File: config.mk
export PLATFORM = sky130hd
export DESIGN_NAME = ex_muldiv_flat
export DESIGN_NICKNAME = d
export VERILOG_FILES = /design/src/rtl/ex_muldiv_pkg.sv /design/src/rtl/ex_muldiv_if.sv /design/src/rtl/ex_muldiv_div_step.sv /design/src/rtl/ex_muldiv.sv /design/src/flat_wrapper.sv
export SDC_FILE = /design/constraint.sdc
export NUM_CORES = 1
export LEC_CHECK = 0
export BUFFER_PORTS_ARGS = -buffer_cell sky130_fd_sc_hd__buf_2
export CORE_UTILIZATION = 61
export CTS_BUF_LIST = sky130_fd_sc_hd__clkbuf_8
export CTS_CLUSTER_DIAMETER = 100
export DETAILED_ROUTE_END_ITERATION = 6
export GPL_TIMING_DRIVEN = 0
export PLACE_DENSITY = 0.86
export SYNTH_ARGS = -nofsm -noshare
export SYNTH_HDL_FRONTEND = slang
export SYNTH_SLANG_ARGS = --single-unit
File: constraint.sdc
create_clock -name clk -period 17.1 [get_ports clk]
set_clock_uncertainty 0.05 [all_clocks]
set_input_delay 0.855 -clock clk [delete_from_list [all_inputs] [get_ports clk]]
set_output_delay 0.855 -clock clk [all_outputs]
set_load 0.02 [all_outputs]
File: src/rtl/ex_muldiv_pkg.sv
// Shared constants and op decode for the RV32M multi-cycle execute unit.
// funct3 codes, FSM encoding and the M-extension funct7 used by ex_ctrl.
package ex_muldiv_pkg;

  localparam logic [2:0] F3_MUL    = 3'b000;
  localparam logic [2:0] F3_MULH   = 3'b001;
  localparam logic [2:0] F3_MULHSU = 3'b010;
  localparam logic [2:0] F3_MULHU  = 3'b011;
  localparam logic [2:0] F3_DIV    = 3'b100;
  localparam logic [2:0] F3_DIVU   = 3'b101;
  localparam logic [2:0] F3_REM    = 3'b110;
  localparam logic [2:0] F3_REMU   = 3'b111;

  localparam logic [1:0] ST_IDLE = 2'd0;
  localparam logic [1:0] ST_CALC = 2'd1;
  localparam logic [1:0] ST_DONE = 2'd2;

  localparam logic [6:0] M_FUNCT7 = 7'b0000001;

  typedef struct packed {
    logic is_div;
    logic a_sgn;
    logic b_sgn;
  } md_dec_t;

  function automatic md_dec_t md_decode(
    input logic [2:0] f3
  );
    md_dec_t d;
    d = '0;
    d.is_div = f3[2];
    unique case (f3)
      F3_MULH: begin
        d.a_sgn = 1'b1;
        d.b_sgn = 1'b1;
      end
      F3_MULHSU: d.a_sgn = 1'b1;
      F3_DIV, F3_REM: begin
        d.a_sgn = 1'b1;
        d.b_sgn = 1'b1;
      end
      default: ;
    endcase
    return d;
  endfunction

endpackage

File: src/rtl/ex_muldiv_if.sv
// Request/response handshake between EX and the mul/div unit.
// master = EX side, slave = ex_muldiv.
interface ex_muldiv_if #(
  parameter int XLEN = 32
);

  logic            in_valid;
  logic            in_ready;
  logic [2:0]      funct3;
  logic [XLEN-1:0] rs1;
  logic [XLEN-1:0] rs2;
  logic            out_valid;
  logic            out_ready;
  logic [XLEN-1:0] out_result;

  modport master (
    output in_valid,
    output funct3,
    output rs1,
    output rs2,
    output out_ready,
    input  in_ready,
    input  out_valid,
    input  out_result
  );

  modport slave (
    input  in_valid,
    input  funct3,
    input  rs1,
    input  rs2,
    input  out_ready,
    output in_ready,
    output out_valid,
    output out_result
  );

endinterface

File: src/rtl/ex_muldiv_div_step.sv
// One combinational restoring-divide step: shift in a dividend bit,
// trial-subtract the divisor, keep the difference when it does not borrow.
module muldiv_div_step #(
  parameter int XLEN = 32
) (
  input  logic [XLEN-1:0] rem,
  input  logic [XLEN-1:0] divisor,
  input  logic            dvd_bit,
  output logic [XLEN-1:0] rem_o,
  output logic            q_bit
);

  logic [XLEN:0] sh;
  logic [XLEN:0] diff;

  assign sh    = {rem, dvd_bit};
  assign diff  = sh - {1'b0, divisor};
  assign q_bit = ~diff[XLEN];
  assign rem_o = q_bit ? diff[XLEN-1:0]
                       : sh[XLEN-1:0];

endmodule

File: src/rtl/ex_muldiv.sv
// Multi-cycle RV32M execute unit: iterative shift-add multiply and
// restoring divide. Define MULDIV_FAST_MUL_EN for single-cycle MUL* ops.
module ex_muldiv
  import ex_muldiv_pkg::*;
#(
  parameter int XLEN   = 32,
  parameter int UNROLL = 1
) (
  input  logic        clk,
  input  logic        rst_n,
  input  logic        flush,
  ex_muldiv_if.slave  io,
  output logic        busy
);

  localparam int STEPS = XLEN / UNROLL;
  localparam int CW    = $clog2(STEPS);
  localparam logic [CW-1:0] LAST = CW'(STEPS - 1);
  localparam logic [XLEN-1:0] MIN_INT =
    {1'b1, {(XLEN-1){1'b0}}};

  logic [1:0]        state;
  logic [2:0]        op;
  logic [CW-1:0]     cnt;
  logic [2*XLEN-1:0] p;
  logic [XLEN-1:0]   opb;
  logic              neg_res;
  logic              neg_rem;
  logic [XLEN-1:0]   result;

  assign io.in_ready   = (state == ST_IDLE);
  assign io.out_valid  = (state == ST_DONE);
  assign io.out_result = result;
  assign busy          = (state != ST_IDLE);

  md_dec_t         dec;
  logic            a_neg;
  logic            b_neg;
  logic [XLEN-1:0] mag_a;
  logic [XLEN-1:0] mag_b;
  logic            div0;
  logic            ovf;
  logic            special;
  logic [XLEN-1:0] special_res;

  assign dec   = md_decode(io.funct3);
  assign a_neg = dec.a_sgn & io.rs1[XLEN-1];
  assign b_neg = dec.b_sgn & io.rs2[XLEN-1];
  assign mag_a = a_neg ? -io.rs1 : io.rs1;
  assign mag_b = b_neg ? -io.rs2 : io.rs2;

  // Overflow only exists for the signed forms (funct3[0] clear).
  assign div0 = (io.rs2 == '0);
  assign ovf  = (io.rs1 == MIN_INT) & (&io.rs2)
              & ~io.funct3[0];
  assign special = dec.is_div & (div0 | ovf);

  always_comb begin
    special_res = '0;
    if (div0)
      special_res = io.funct3[1] ? io.rs1 : '1;
    else
      special_res = io.funct3[1] ? '0 : io.rs1;
  end

  logic            fast;
  logic [XLEN-1:0] fast_res;

`ifdef MULDIV_FAST_MUL_EN
  logic [2*XLEN-1:0] f_prod;
  logic [2*XLEN-1:0] f_sgn;

  assign f_prod = {{XLEN{1'b0}}, mag_a}
                * {{XLEN{1'b0}}, mag_b};
  assign f_sgn  = (a_neg ^ b_neg) ? -f_prod : f_prod;
  assign fast   = ~dec.is_div;
  assign fast_res = (io.funct3[1:0] == 2'b00)
                  ? f_sgn[XLEN-1:0]
                  : f_sgn[2*XLEN-1:XLEN];
`else
  assign fast     = 1'b0;
  assign fast_res = '0;
`endif

  logic            short_op;
  logic [XLEN-1:0] short_res;

  assign short_op  = special | fast;
  assign short_res = special ? special_res : fast_res;

  // Multiply: p = {acc, multiplier}; opb is the multiplicand.
  logic [2*XLEN-1:0] m_p;
  logic [XLEN:0]     m_sum;

  always_comb begin
    m_p   = p;
    m_sum = '0;
    for (int i = 0; i < UNROLL; i++) begin
      m_sum = {1'b0, m_p[2*XLEN-1:XLEN]}
            + (m_p[0] ? {1'b0, opb} : '0);
      m_p = {m_sum, m_p[XLEN-1:1]};
    end
  end

  // Divide: p = {remainder, dividend/quotient}; opb is the divisor.
  logic [XLEN-1:0] d_rem [UNROLL+1];
  logic [XLEN-1:0] d_dq  [UNROLL+1];
  logic [UNROLL-1:0] q_bits;

  assign d_rem[0] = p[2*XLEN-1:XLEN];
  assign d_dq[0]  = p[XLEN-1:0];

  for (genvar g = 0; g < UNROLL; g++) begin : g_div
    muldiv_div_step #(
      .XLEN (XLEN)
    ) u_step (
      .rem     (d_rem[g]),
      .divisor (opb),
      .dvd_bit (d_dq[g][XLEN-1]),
      .rem_o   (d_rem[g+1]),
      .q_bit   (q_bits[g])
    );
    assign d_dq[g+1] = {d_dq[g][XLEN-2:0], q_bits[g]};
  end

  logic [2*XLEN-1:0] p_next;
  logic [2*XLEN-1:0] mul_s;
  logic [XLEN-1:0]   fin_res;

  always_comb begin
    p_next  = op[2] ? {d_rem[UNROLL], d_dq[UNROLL]} : m_p;
    mul_s   = neg_res ? -m_p : m_p;
    fin_res = '0;
    if (!op[2])
      fin_res = (op[1:0] == 2'b00) ? mul_s[XLEN-1:0]
                                   : mul_s[2*XLEN-1:XLEN];
    else if (op[1])
      fin_res = neg_rem ? -d_rem[UNROLL] : d_rem[UNROLL];
    else
      fin_res = neg_res ? -d_dq[UNROLL] : d_dq[UNROLL];
  end

  always_ff @(posedge clk or negedge rst_n) begin
    if (!rst_n) begin
      state   <= ST_IDLE;
      op      <= '0;
      cnt     <= '0;
      p       <= '0;
      opb     <= '0;
      neg_res <= 1'b0;
      neg_rem <= 1'b0;
      result  <= '0;
    end else if (flush) begin
      state  <= ST_IDLE;
      cnt    <= '0;
      result <= '0;
    end else begin
      unique case (state)
        ST_IDLE: begin
          if (io.in_valid) begin
            op      <= io.funct3;
            p       <= {{XLEN{1'b0}}, mag_a};
            opb     <= mag_b;
            neg_res <= a_neg ^ b_neg;
            neg_rem <= a_neg;
            cnt     <= '0;
            if (short_op) begin
              result <= short_res;
              state  <= ST_DONE;
            end else begin
              state  <= ST_CALC;
            end
          end
        end
        ST_CALC: begin
          p   <= p_next;
          cnt <= cnt + 1'b1;
          if (cnt == LAST) begin
            result <= fin_res;
            state  <= ST_DONE;
          end
        end
        ST_DONE: begin
          if (io.out_ready)
            state <= ST_IDLE;
        end
        default: state <= ST_IDLE;
      endcase
    end
  end

endmodule

File: src/flat_wrapper.sv
// flat-port wrapper written by rule: the top's interface ports become plain ports
module ex_muldiv_flat import ex_muldiv_pkg::*;
#(
  parameter int XLEN   = 32,
  parameter int UNROLL = 1
)
  (clk, rst_n, flush, busy, io_in_valid, io_funct3, io_rs1, io_rs2, io_out_ready, io_in_ready, io_out_valid, io_out_result);
  ex_muldiv_if #(.XLEN(XLEN)) io_i ();
  input  logic clk;
  input  logic rst_n;
  input  logic flush;
  output logic busy;
  input wire logic [$bits(io_i.in_valid)-1:0] io_in_valid;
  input wire logic [$bits(io_i.funct3)-1:0] io_funct3;
  input wire logic [$bits(io_i.rs1)-1:0] io_rs1;
  input wire logic [$bits(io_i.rs2)-1:0] io_rs2;
  input wire logic [$bits(io_i.out_ready)-1:0] io_out_ready;
  output wire logic [$bits(io_i.in_ready)-1:0] io_in_ready;
  output wire logic [$bits(io_i.out_valid)-1:0] io_out_valid;
  output wire logic [$bits(io_i.out_result)-1:0] io_out_result;
  assign io_i.in_valid = io_in_valid;
  assign io_i.funct3 = io_funct3;
  assign io_i.rs1 = io_rs1;
  assign io_i.rs2 = io_rs2;
  assign io_i.out_ready = io_out_ready;
  assign io_in_ready = io_i.in_ready;
  assign io_out_valid = io_i.out_valid;
  assign io_out_result = io_i.out_result;
  ex_muldiv #(.XLEN(XLEN), .UNROLL(UNROLL)) u_core (.clk(clk), .rst_n(rst_n), .flush(flush), .io(io_i), .busy(busy));
endmodule
==> results.json <==
{
  "status": "finished with violations",
  "violations": "capacitance limit, slew limit",
  "ys_ff_latch": 140,
  "worst_slew_pin_slew_ns": 1.54,
  "grt_max_degree": 95,
  "synth_fp_nets": 2462,
  "rsz0062_at_grt": "false",
  "overflow": 0,
  "maxSlewHeadroom": -0.0342,
  "cts_root_buf": "clkbuf_8",
  "grt_pass1_vias": 18410,
  "clkPwrFrac": 0.128,
  "area_delta_synth_final_pct": 8.25,
  "cp-end-kind": "register",
  "io_buffers": 104,
  "syn_inst": 2316,
  "post-route-cell-area_um2": 18100,
  "die_area_um2": 28100,
  "netlist_area_um2": 16800,
  "grt_use_total": 0.508,
  "fmax_ghz": 0.113,
  "drcViolationCount": 0,
  "cts_made_buffers": 17,
  "clock_latency_ns": 0.51,
  "r2r_slack_ns": 8.22,
  "r2r-start": "u_core.p[31]",
  "core_area_um2": 27000,
  "synth_top_area_frac": 0.209,
  "fin_crit_ns": 8.88,
  "routed_wl_um": 72300,
  "final.setup.tns_ns": 0,
  "power.density_nw_per_um2": 125,
  "wl_per_cell_um": 25.9,
  "post_cts_resized": 0,
  "cts_buffer_depth": 2,
  "synth_cell_types": 86,
  "hp-class": "input pin to asynchronous set/reset pin",
  "synth_top_cells_by_area": "dfrtp_1 (21%), o21ai_0 (7.3%), a21oi_1 (6.1%)",
  "vias": 20123,
  "pwr-share-comb": 0.673,
  "initial_utilization": 0.622,
  "fillers": 2406,
  "power_switching_mw": 1.28,
  "cap_viol_max_count": 3,
  "crit_type": "register to register",
  "vdd.ir_drop.worst_uv": 80.8,
  "cts_tree": "done",
  "postCtsSetupBuffers": 0,
  "crit_fanout": 10,
  "setup_violations": 0,
  "rr_worst_depth": 26,
  "num_rows": 60,
  "design.portCount": 107,
  "hold_viol_final": 0,
  "n_antenna_cell": 0,
  "p_seq_frac": 0.198,
  "drv_slew": 12,
  "final_cell_mix": "nand2_1 (261), o21ai_0 (244), nor2_1 (224)",
  "synth-edff-count": 0,
  "min_period_over_period": 0.519,
  "syn_avg_cell_area_um2": 7.23,
  "synth_top_area_cell": "dfrtp_1",
  "die_h_um": 168,
  "clk_pin_slew_worst_paths_ns": 0.10,
  "drt-initial-drc-count": 3315,
  "viasPerCell": 7.20,
  "yosys_warnings": 0,
  "final_common_cell": "nand2_1",
  "grt_antenna_before_repair": 2,
  "synthArstFlopShare": 1.00,
  "post_dp_cell_area_um2": 17700,
  "synth_sequential_area_ratio": 0.209,
  "cts_hold_buf": 0,
  "cp.required_ns": 17.42,
  "drive_gt1_frac": 0.0787,
  "grt_first_pass_wirelength_um": 108000,
  "fin_nets": 2586,
  "dr.pass1.iters": 7,
  "p_leak_nw": 7.48,
  "p_int_mw": 0.990,
  "place.detailed.hpwl_um": 56500,
  "place_congestion": 1.13,
  "sw_frac_of_total": 0.563,
  "cts_sinks": 140,
  "htreeDepth": 4,
  "slowest_stage": "or4b_2",
  "synth_flop_cell": "dfrtp_1",
  "startpoint_type": "register",
  "cpPeakStageDelay_ns": 0.66,
  "ant_nets": 0,
  "die_x_um": 168,
  "r2r_end": "u_core.io.out_result[28]",
  "arrival_ns": 9.20
}
==> routing by layer <==
layer  vias to the layer above  track usage  wire length [µm]
li1                       8704            -                 -
met1                      9393        0.665             27400
met3                       359        0.178             11400
met4                         2        0.281              4980
met2                      1665        0.725             28500
met5                         -            0                 9
==> cell type report <==
| cell class | count | area, µm² | area share |
|---|---|---|---|
| buffer | 171 | 669 | 0.0369 |
| clock buffer | 17 | 234 | 0.0129 |
| clock inverter | 15 | 166 | 0.00918 |
| inverter | 63 | 236 | 0.0130 |
| multi-input combinational | 1942 | 12300 | 0.681 |
| sequential | 140 | 3500 | 0.193 |
| tap | 341 | 427 | 0.0235 |
| timing repair buffer | 105 | 554 | 0.0306 |
==> synth_stat cells, types with 40 or more instances <==
cell type and n:
a21oi_1 204, clkbuf_1 150, dfrtp_1 140, ha_1 72, inv_1 60, mux2i_1 63, nand2_1 261, nor2_1 224
nor3_1 59, o21ai_0 244, o31ai_1 40, xnor2_1 115, xor2_1 91
==> worst max path at each step <==
stage | end | cells after the start | slack, ns | from
2_1_floorplan | u_core.io.out_result[28] | 23 | 11.10 | u_core.p[54]
3_3_place_gp | u_core.io.out_result[28] | 26 | 8.85 | u_core.p[31]
3_5_place_dp | u_core.io.out_result[28] | 26 | 8.79 | u_core.p[31]
4_1_cts | u_core.io.out_result[28] | 26 | 8.77 | u_core.p[31]
5_1_grt | u_core.io.out_result[28] | 26 | 7.74 | u_core.p[31]
6_report | u_core.io.out_result[28] | 26 | 8.22 | u_core.p[31]
==> flip-flops by register name (all words and copies together), names as in the netlist <==
name                  cells
u_core.op                 3
u_core.p                 64
u_core.state              2
u_core.cnt                5
u_core.neg_res            1
u_core.opb               32
u_core.io.out_result     32
u_core.neg_rem            1
==> critical path: cells and delay by family (launching register included) <==
family | cells | cell delay, ns
buffers and inverters | 6 | 1.75
flip-flops | 1 | 0.37
AND/OR/NAND/NOR | 7 | 2.93
AO/OA/AOI/OAI | 9 | 2.04
multiplexers | 1 | 0.52
adder cells (fa/ha/maj) | 3 | 1.07
==> per-stage QoR <==
stage,instances,power (mW),util,hold slack [ns],setup slack (ns)
global placement,2761,1.85,0.657,0.399,8.85
CTS,2794,2.17,0.673,0.236,8.77
global route,2794,2.35,0.673,0.259,7.74
detailed placement,2762,1.88,0.658,0.400,8.79
finish,2794,2.27,0.673,0.212,8.22
floorplan,2316,1.42,-,0.415,11.10
==> cell families after synthesis <==
group / after synthesis / synth area share
fa+ha+maj: 102 / 0.0729
simple gates: 817 / 0.234
xor+xnor: 206 / 0.108
buf+inv: 234 / 0.0541
mux: 75 / 0.0457
flops: 140 / 0.209
compound gates: 742 / 0.276
==> power by group through the flow <==
stage	Combinational [mW]	Sequential, mW	Clock (mW)
finish	1.53	0.450	0.291
detailed placement	1.42	0.451	0
global placement	1.41	0.448	0
global route	1.60	0.453	0.299
floorplan	0.977	0.442	0
CTS	1.43	0.445	0.287
(Power assumes the default switching activity.)
